File: config.mk
export PLATFORM = sky130hd
export DESIGN_NAME = sdram_ring_handler
export DESIGN_NICKNAME = d
export VERILOG_FILES = /design/src/rtl/sdram_ring_handler.sv
export SDC_FILE = /design/constraint.sdc
export NUM_CORES = 1
export LEC_CHECK = 0
export CORE_ASPECT_RATIO = 1.2
export CORE_UTILIZATION = 50
export DETAILED_ROUTE_END_ITERATION = 12
export PLACE_DENSITY_LB_ADDON = 0.25
export SYNTH_ARGS = -nofsm -noshare
export SYNTH_HDL_FRONTEND = slang
export SYNTH_SLANG_ARGS = --single-unit
File: constraint.sdc
create_clock -name clk -period 6.2 [get_ports clk]
set_clock_uncertainty 0.15 [all_clocks]
set_input_delay 1.24 -clock clk [delete_from_list [all_inputs] [get_ports clk]]
set_output_delay 1.24 -clock clk [all_outputs]
set_load 0.05 [all_outputs]
File: src/rtl/sdram_ring_handler.sv
// sdram_ring_handler: moves write-FIFO words into an SDRAM ring buffer and issues
// counted reads from it, arbitrating both onto one controller command channel.
module sdram_ring_handler #(
  parameter int AW = 24,
  parameter int DW = 16,
  parameter int CW = 24
) (
  input  logic          clk,
  input  logic          rst_n,
  output logic          w_en,
  input  logic [DW-1:0] w_data,
  input  logic          w_empty,
  output logic          r_en,
  output logic [DW-1:0] r_data,
  input  logic          r_almost_full,
  input  logic          rprio,
  output logic          c_avalid,
  input  logic          c_aready,
  output logic          c_awe,
  output logic [AW-1:0] c_aaddr,
  output logic [DW-1:0] c_adata,
  input  logic          c_bvalid,
  input  logic          c_bwe,
  input  logic [DW-1:0] c_bdata,
  input  logic          avalid,
  input  logic          awe,
  input  logic [2:0]    aaddr,
  input  logic [31:0]   adata,
  output logic          bvalid,
  output logic [31:0]   bdata
);
  logic [AW-1:0] raddr_q, raddr_d, waddr_q, waddr_d, base_q, base_d, limit_q, limit_d;
  logic [CW-1:0] rcount_q, rcount_d;
  logic [3:0]    ctrl_q, ctrl_d;
  logic [15:0]   wraps_q, wraps_d;
  logic          ovf_q, ovf_d, wfull_q, wfull_d, last_wr_q, last_wr_d;
  logic          lock_q, lock_d, sel_wr_q, sel_wr_d;
  logic [7:0]    outst_q, outst_d;
  logic          bvalid_q, bvalid_d;
  logic [31:0]   bdata_q, bdata_d, rd_mux;
  logic          en, ring, w_able, r_able, pick_wr, acc, wr_acc, rd_acc;
  logic          hw, base_wr, st_clr, w_lim, r_lim;
  logic [1:0]    mode;

  always_comb begin
    en       = ctrl_q[0];
    ring     = ctrl_q[1];
    mode     = ctrl_q[3:2];
    w_able   = en && !w_empty && !wfull_q;
    r_able   = en && rcount_q != '0 && !r_almost_full;
    pick_wr  = w_able && (!r_able || mode == 2'd0 || (mode == 2'd2 && !last_wr_q) ||
                          (mode == 2'd3 && !rprio));
    // A presented but unaccepted command keeps its side while that side stays able
    sel_wr_d = (lock_q && (sel_wr_q ? w_able : r_able)) ? sel_wr_q : pick_wr;
    c_avalid = w_able || r_able;
    c_awe    = sel_wr_d;
    c_aaddr  = sel_wr_d ? waddr_q : raddr_q;
    c_adata  = w_data;
    acc      = c_avalid && c_aready;
    wr_acc   = acc && sel_wr_d;
    rd_acc   = acc && !sel_wr_d;
    w_en     = wr_acc;
    // Only responses to reads issued since reset are forwarded
    r_en     = c_bvalid && !c_bwe && outst_q != '0;
    r_data   = c_bdata;
    lock_d   = c_avalid && !c_aready;
    last_wr_d = acc ? sel_wr_d : last_wr_q;
    outst_d  = outst_q + 8'(rd_acc) - 8'(r_en);
    hw       = avalid && awe;
    base_wr  = hw && aaddr == 3'd2;
    st_clr   = hw && aaddr == 3'd5 && adata[3];
    w_lim    = waddr_q == limit_q;
    r_lim    = raddr_q == limit_q;
    raddr_d  = (hw && aaddr == 3'd0) ? adata[AW-1:0] :
               rd_acc ? (r_lim ? (ring ? base_q : raddr_q) : raddr_q + AW'(1)) : raddr_q;
    rcount_d = (hw && aaddr == 3'd1) ? adata[CW-1:0] : rd_acc ? rcount_q - CW'(1) : rcount_q;
    base_d   = base_wr ? adata[AW-1:0] : base_q;
    limit_d  = (hw && aaddr == 3'd3) ? adata[AW-1:0] : limit_q;
    ctrl_d   = (hw && aaddr == 3'd4) ? adata[3:0] : ctrl_q;
    waddr_d  = (base_wr || (hw && aaddr == 3'd6)) ? adata[AW-1:0] :
               wr_acc ? (w_lim ? (ring ? base_q : waddr_q) : waddr_q + AW'(1)) : waddr_q;
    wraps_d  = base_wr ? 16'd0 : (hw && aaddr == 3'd7) ? adata[15:0] :
               (wr_acc && w_lim && ring) ? wraps_q + 16'd1 : wraps_q;
    wfull_d  = !(st_clr || base_wr) && (wfull_q || (wr_acc && w_lim && !ring));
    ovf_d    = !st_clr && (ovf_q || (wfull_q && !w_empty && en));
    bvalid_d = avalid;
    bdata_d  = (avalid && !awe) ? rd_mux : 32'd0;
  end

  always_comb begin
    case (aaddr)
      3'd0:    rd_mux = 32'(raddr_q);
      3'd1:    rd_mux = 32'(rcount_q);
      3'd2:    rd_mux = 32'(base_q);
      3'd3:    rd_mux = 32'(limit_q);
      3'd4:    rd_mux = {28'd0, ctrl_q};
      3'd5:    rd_mux = {28'd0, ovf_q, wfull_q, rcount_q != '0, en};
      3'd6:    rd_mux = 32'(waddr_q);
      default: rd_mux = {16'd0, wraps_q};
    endcase
  end

  always_ff @(posedge clk or negedge rst_n) begin
    if (!rst_n) begin
      raddr_q   <= '0;
      rcount_q  <= '0;
      base_q    <= '0;
      limit_q   <= '1;
      ctrl_q    <= '0;
      waddr_q   <= '0;
      wraps_q   <= '0;
      ovf_q     <= 1'b0;
      wfull_q   <= 1'b0;
      last_wr_q <= 1'b0;
      lock_q    <= 1'b0;
      sel_wr_q  <= 1'b0;
      outst_q   <= '0;
      bvalid_q  <= 1'b0;
      bdata_q   <= '0;
    end else begin
      raddr_q   <= raddr_d;
      rcount_q  <= rcount_d;
      base_q    <= base_d;
      limit_q   <= limit_d;
      ctrl_q    <= ctrl_d;
      waddr_q   <= waddr_d;
      wraps_q   <= wraps_d;
      ovf_q     <= ovf_d;
      wfull_q   <= wfull_d;
      last_wr_q <= last_wr_d;
      lock_q    <= lock_d;
      sel_wr_q  <= sel_wr_d;
      outst_q   <= outst_d;
      bvalid_q  <= bvalid_d;
      bdata_q   <= bdata_d;
    end
  end

  assign bvalid = bvalid_q;
  assign bdata  = bdata_q;
endmodule

==> impl_metrics.ini <==
[status]
status = finished, final reports clean

[floorplanning]
coreArea_mm2 = 0.0224
die-area_mm2 = 0.0234
io_pins = 170
die_height_um = 168
fp.dieW_um = 140
start_util_pct = 50.9
row_count = 60

[worst_setup_path]
required_ns = 4.81
endpoint_kind = primary output
reg2reg_depth = 14
regToRegStartpoint = rcount_q[13]
crit_path_end = c_aaddr[1]
cp_max_fo = 13
crit_start = rcount_q[13]
cp.arrival_ns = 3.91
reg2reg_slack_ns = 1.98
critPathLaunchType = flop
crit_type = reg2out
r2r_end = outst_q[7]

[synthesis]
netlist_area_mm2 = 0.0114
synth_ff_type = dfrtp_1
synth_area_per_cell_um2 = 9.36
yosys_warnings = 0
synth_area_leaders = dfrtp_1 34%, xnor2_1 7.5%, mux2_2 7.1%
synth_top_cell_by_area = dfrtp_1
synth-seq-cells = 178
async_reset_ff_share_pct = 100
synth_edf_count = 0
yosys.area.top_type_share_pct = 33.8
syn_inst = 1220
ys_types = 62
synth-seq-area-share_pct = 39.3

[routing]
detail_route.vias_per_cell = 6.58
drt-initial-drc-count = 1189
drc = 0
drt-wirelength-per-cell_um = 24.8
detail-route-antenna-nets = 0
vias = 9975
wl_mm = 37.7
first_pass_iters = 6

[sta]
relSlewSlack_pct = 25.3
setup_tns_ns = 0
drv_slew = 0
min_period_ns = 5.30
worst_pin_slew_ns = 1.12
timing.final.crit_share_pct = 85.5
setup_viol = 0
rsz0062_at_grt = false
fmax_mhz = 189
hold_violations = 0

[layout]
drive_gt1_share_pct = 14.6
diodes = 0
nNetsFinal = 1317
final_area_mm2 = 0.0128
fillCellCount = 1971
syn_to_final_growth_pct = 12.2

[place]
hpwlAfterDp_mm = 26.3
gp_congestion = 1.06
numPortBuffers = 89
postPlaceCellArea_mm2 = 0.0122

[grt]
grt_use_total_pct = 33.1
grt_overflow = 0
grt_pass1_wl_mm = 57.8
grt_max_degree = 100
grt_pass1_vias = 9577
antenna_found_initial = 1

[clock_tree]
clk_latency_ns = 0.44
cts_buffers = 17
cts-resized-gates = 0
cts_max_level = 4
cts.sinks = 178
cts_max_path_buffers = 2
clkTransAtPathRegs_ns = 0.07
cts_root_buffer = clkbuf_16
cts_tree = yes
postCtsSetupBuffers = 0
hold_buffers = 0

[hold_path]
hold_class = reg2reg

[pwr]
power_density_mw_per_mm2 = 426
max-vdd-ir-drop_v = 0.000249
power.leakage_nw = 5.30

[flow_run]
drv_cap = 0
-- critical path: stages (launching register included) --
cell	delay, ns
dfrtp_1	0.46
or4_4	0.61
or4_4	0.55
o211a_4	0.35
nor2_2	0.15
buf_4	0.26
mux2_2	0.38
clkdlybuf4s50_1	0.70
-- worst min path at each step --
stage / start / end / depth (start not counted)
floorplan: last_wr_q / last_wr_q / 1
global placement: last_wr_q / last_wr_q / 1
detailed placement: last_wr_q / last_wr_q / 1
CTS: last_wr_q / last_wr_q / 1
global route: last_wr_q / last_wr_q / 1
finish: last_wr_q / last_wr_q / 1
-- layout make-up --
type | count | area [um2] | area share [%]
Inverter | 24 | 90.1 | 0.704
Timing Repair Buffer | 113 | 1060 | 8.30
Tap cell | 279 | 349 | 2.73
Clock inverter | 9 | 118 | 0.919
Clock buffer | 23 | 488 | 3.81
Multi-Input combinational cell | 890 | 6210 | 48.5
Sequential cell | 178 | 4480 | 35.0
-- Yosys cell counts, types with 8 or more instances --
master       n
nor2_1      98
clkbuf_1    83
inv_1       22
and3_1      13
xnor2_1     98
mux2i_1     30
xor2_1      35
nor3_1      35
mux2_2      72
a22oi_1     31
nand3_1     35
o21ai_0     55
buf_1        8
ha_1        15
a221o_1     27
nor4_1      15
mux4_2      14
dfrtp_1    154
nand2_1    132
buf_4       40
nand4_1     36
dfstp_2     24
a2111oi_0    9
a21oi_1     53
-- metal layers --
layer  track usage, %  vias to the layer above  part of all wire [%]
met4             17.1                        2                   5.1
met2             52.0                      629                    46
li1                 -                     4304                     -
met3             6.83                      133                   9.9
met1             43.2                     4907                    39
met5                0                        -                 0.035
-- power by group --
part	switching (mW)	total, mW	internal (mW)
clock network	0.481	1.13	0.644
registers	0.699	2.22	1.52
logic	1.13	2.11	0.983
-- sequential cells by signal (all words and copies together) (netlist names) --
name and cells:
waddr_q 24, outst_q 8, bdata 24, wfull_q 1
bvalid 1, limit_q 24, raddr_q 24, ovf_q 1
wraps_q 16, last_wr_q 1, base_q 24, lock_q 1
rcount_q 24, ctrl_q 4, sel_wr_q 1
-- layout by cell type, fill, tap and decap left out, types with 35 or more instances in the layout --
master,n
dfrtp_1,154
nand2_1,132
xnor2_1,98
nor2_1,94
clkdlybuf4s50_1,86
mux2_2,72
o21ai_0,55
a21oi_1,53
nand4_1,36
nand3_1,35
xor2_1,35
nor3_1,35
-- through the flow --
stage               setup slack [ns]  utilization, %  hold WS, ns  std cells  total power [mW]
floorplan                       1.80               -        0.300       1227              3.61
detailed placement              1.01            54.3        0.328       1484              4.28
global placement                1.03            54.3        0.323       1484              4.24
finish                         0.898            57.0        0.340       1516              5.46
CTS                            0.926            57.0        0.345       1516              5.41
global route                   0.797            57.0        0.352       1516              5.70
-- cells by family after synthesis --
kind of cell,after synthesis,share of synthesized area [%]
compound gates,211,12.5
buf+inv,159,6.75
xor+xnor,133,10.2
mux,116,12.5
other cells,1,0.0328
simple gates,406,17.0
fa+ha+maj,16,1.82
flops,178,39.3
(Power assumes the default switching activity.)
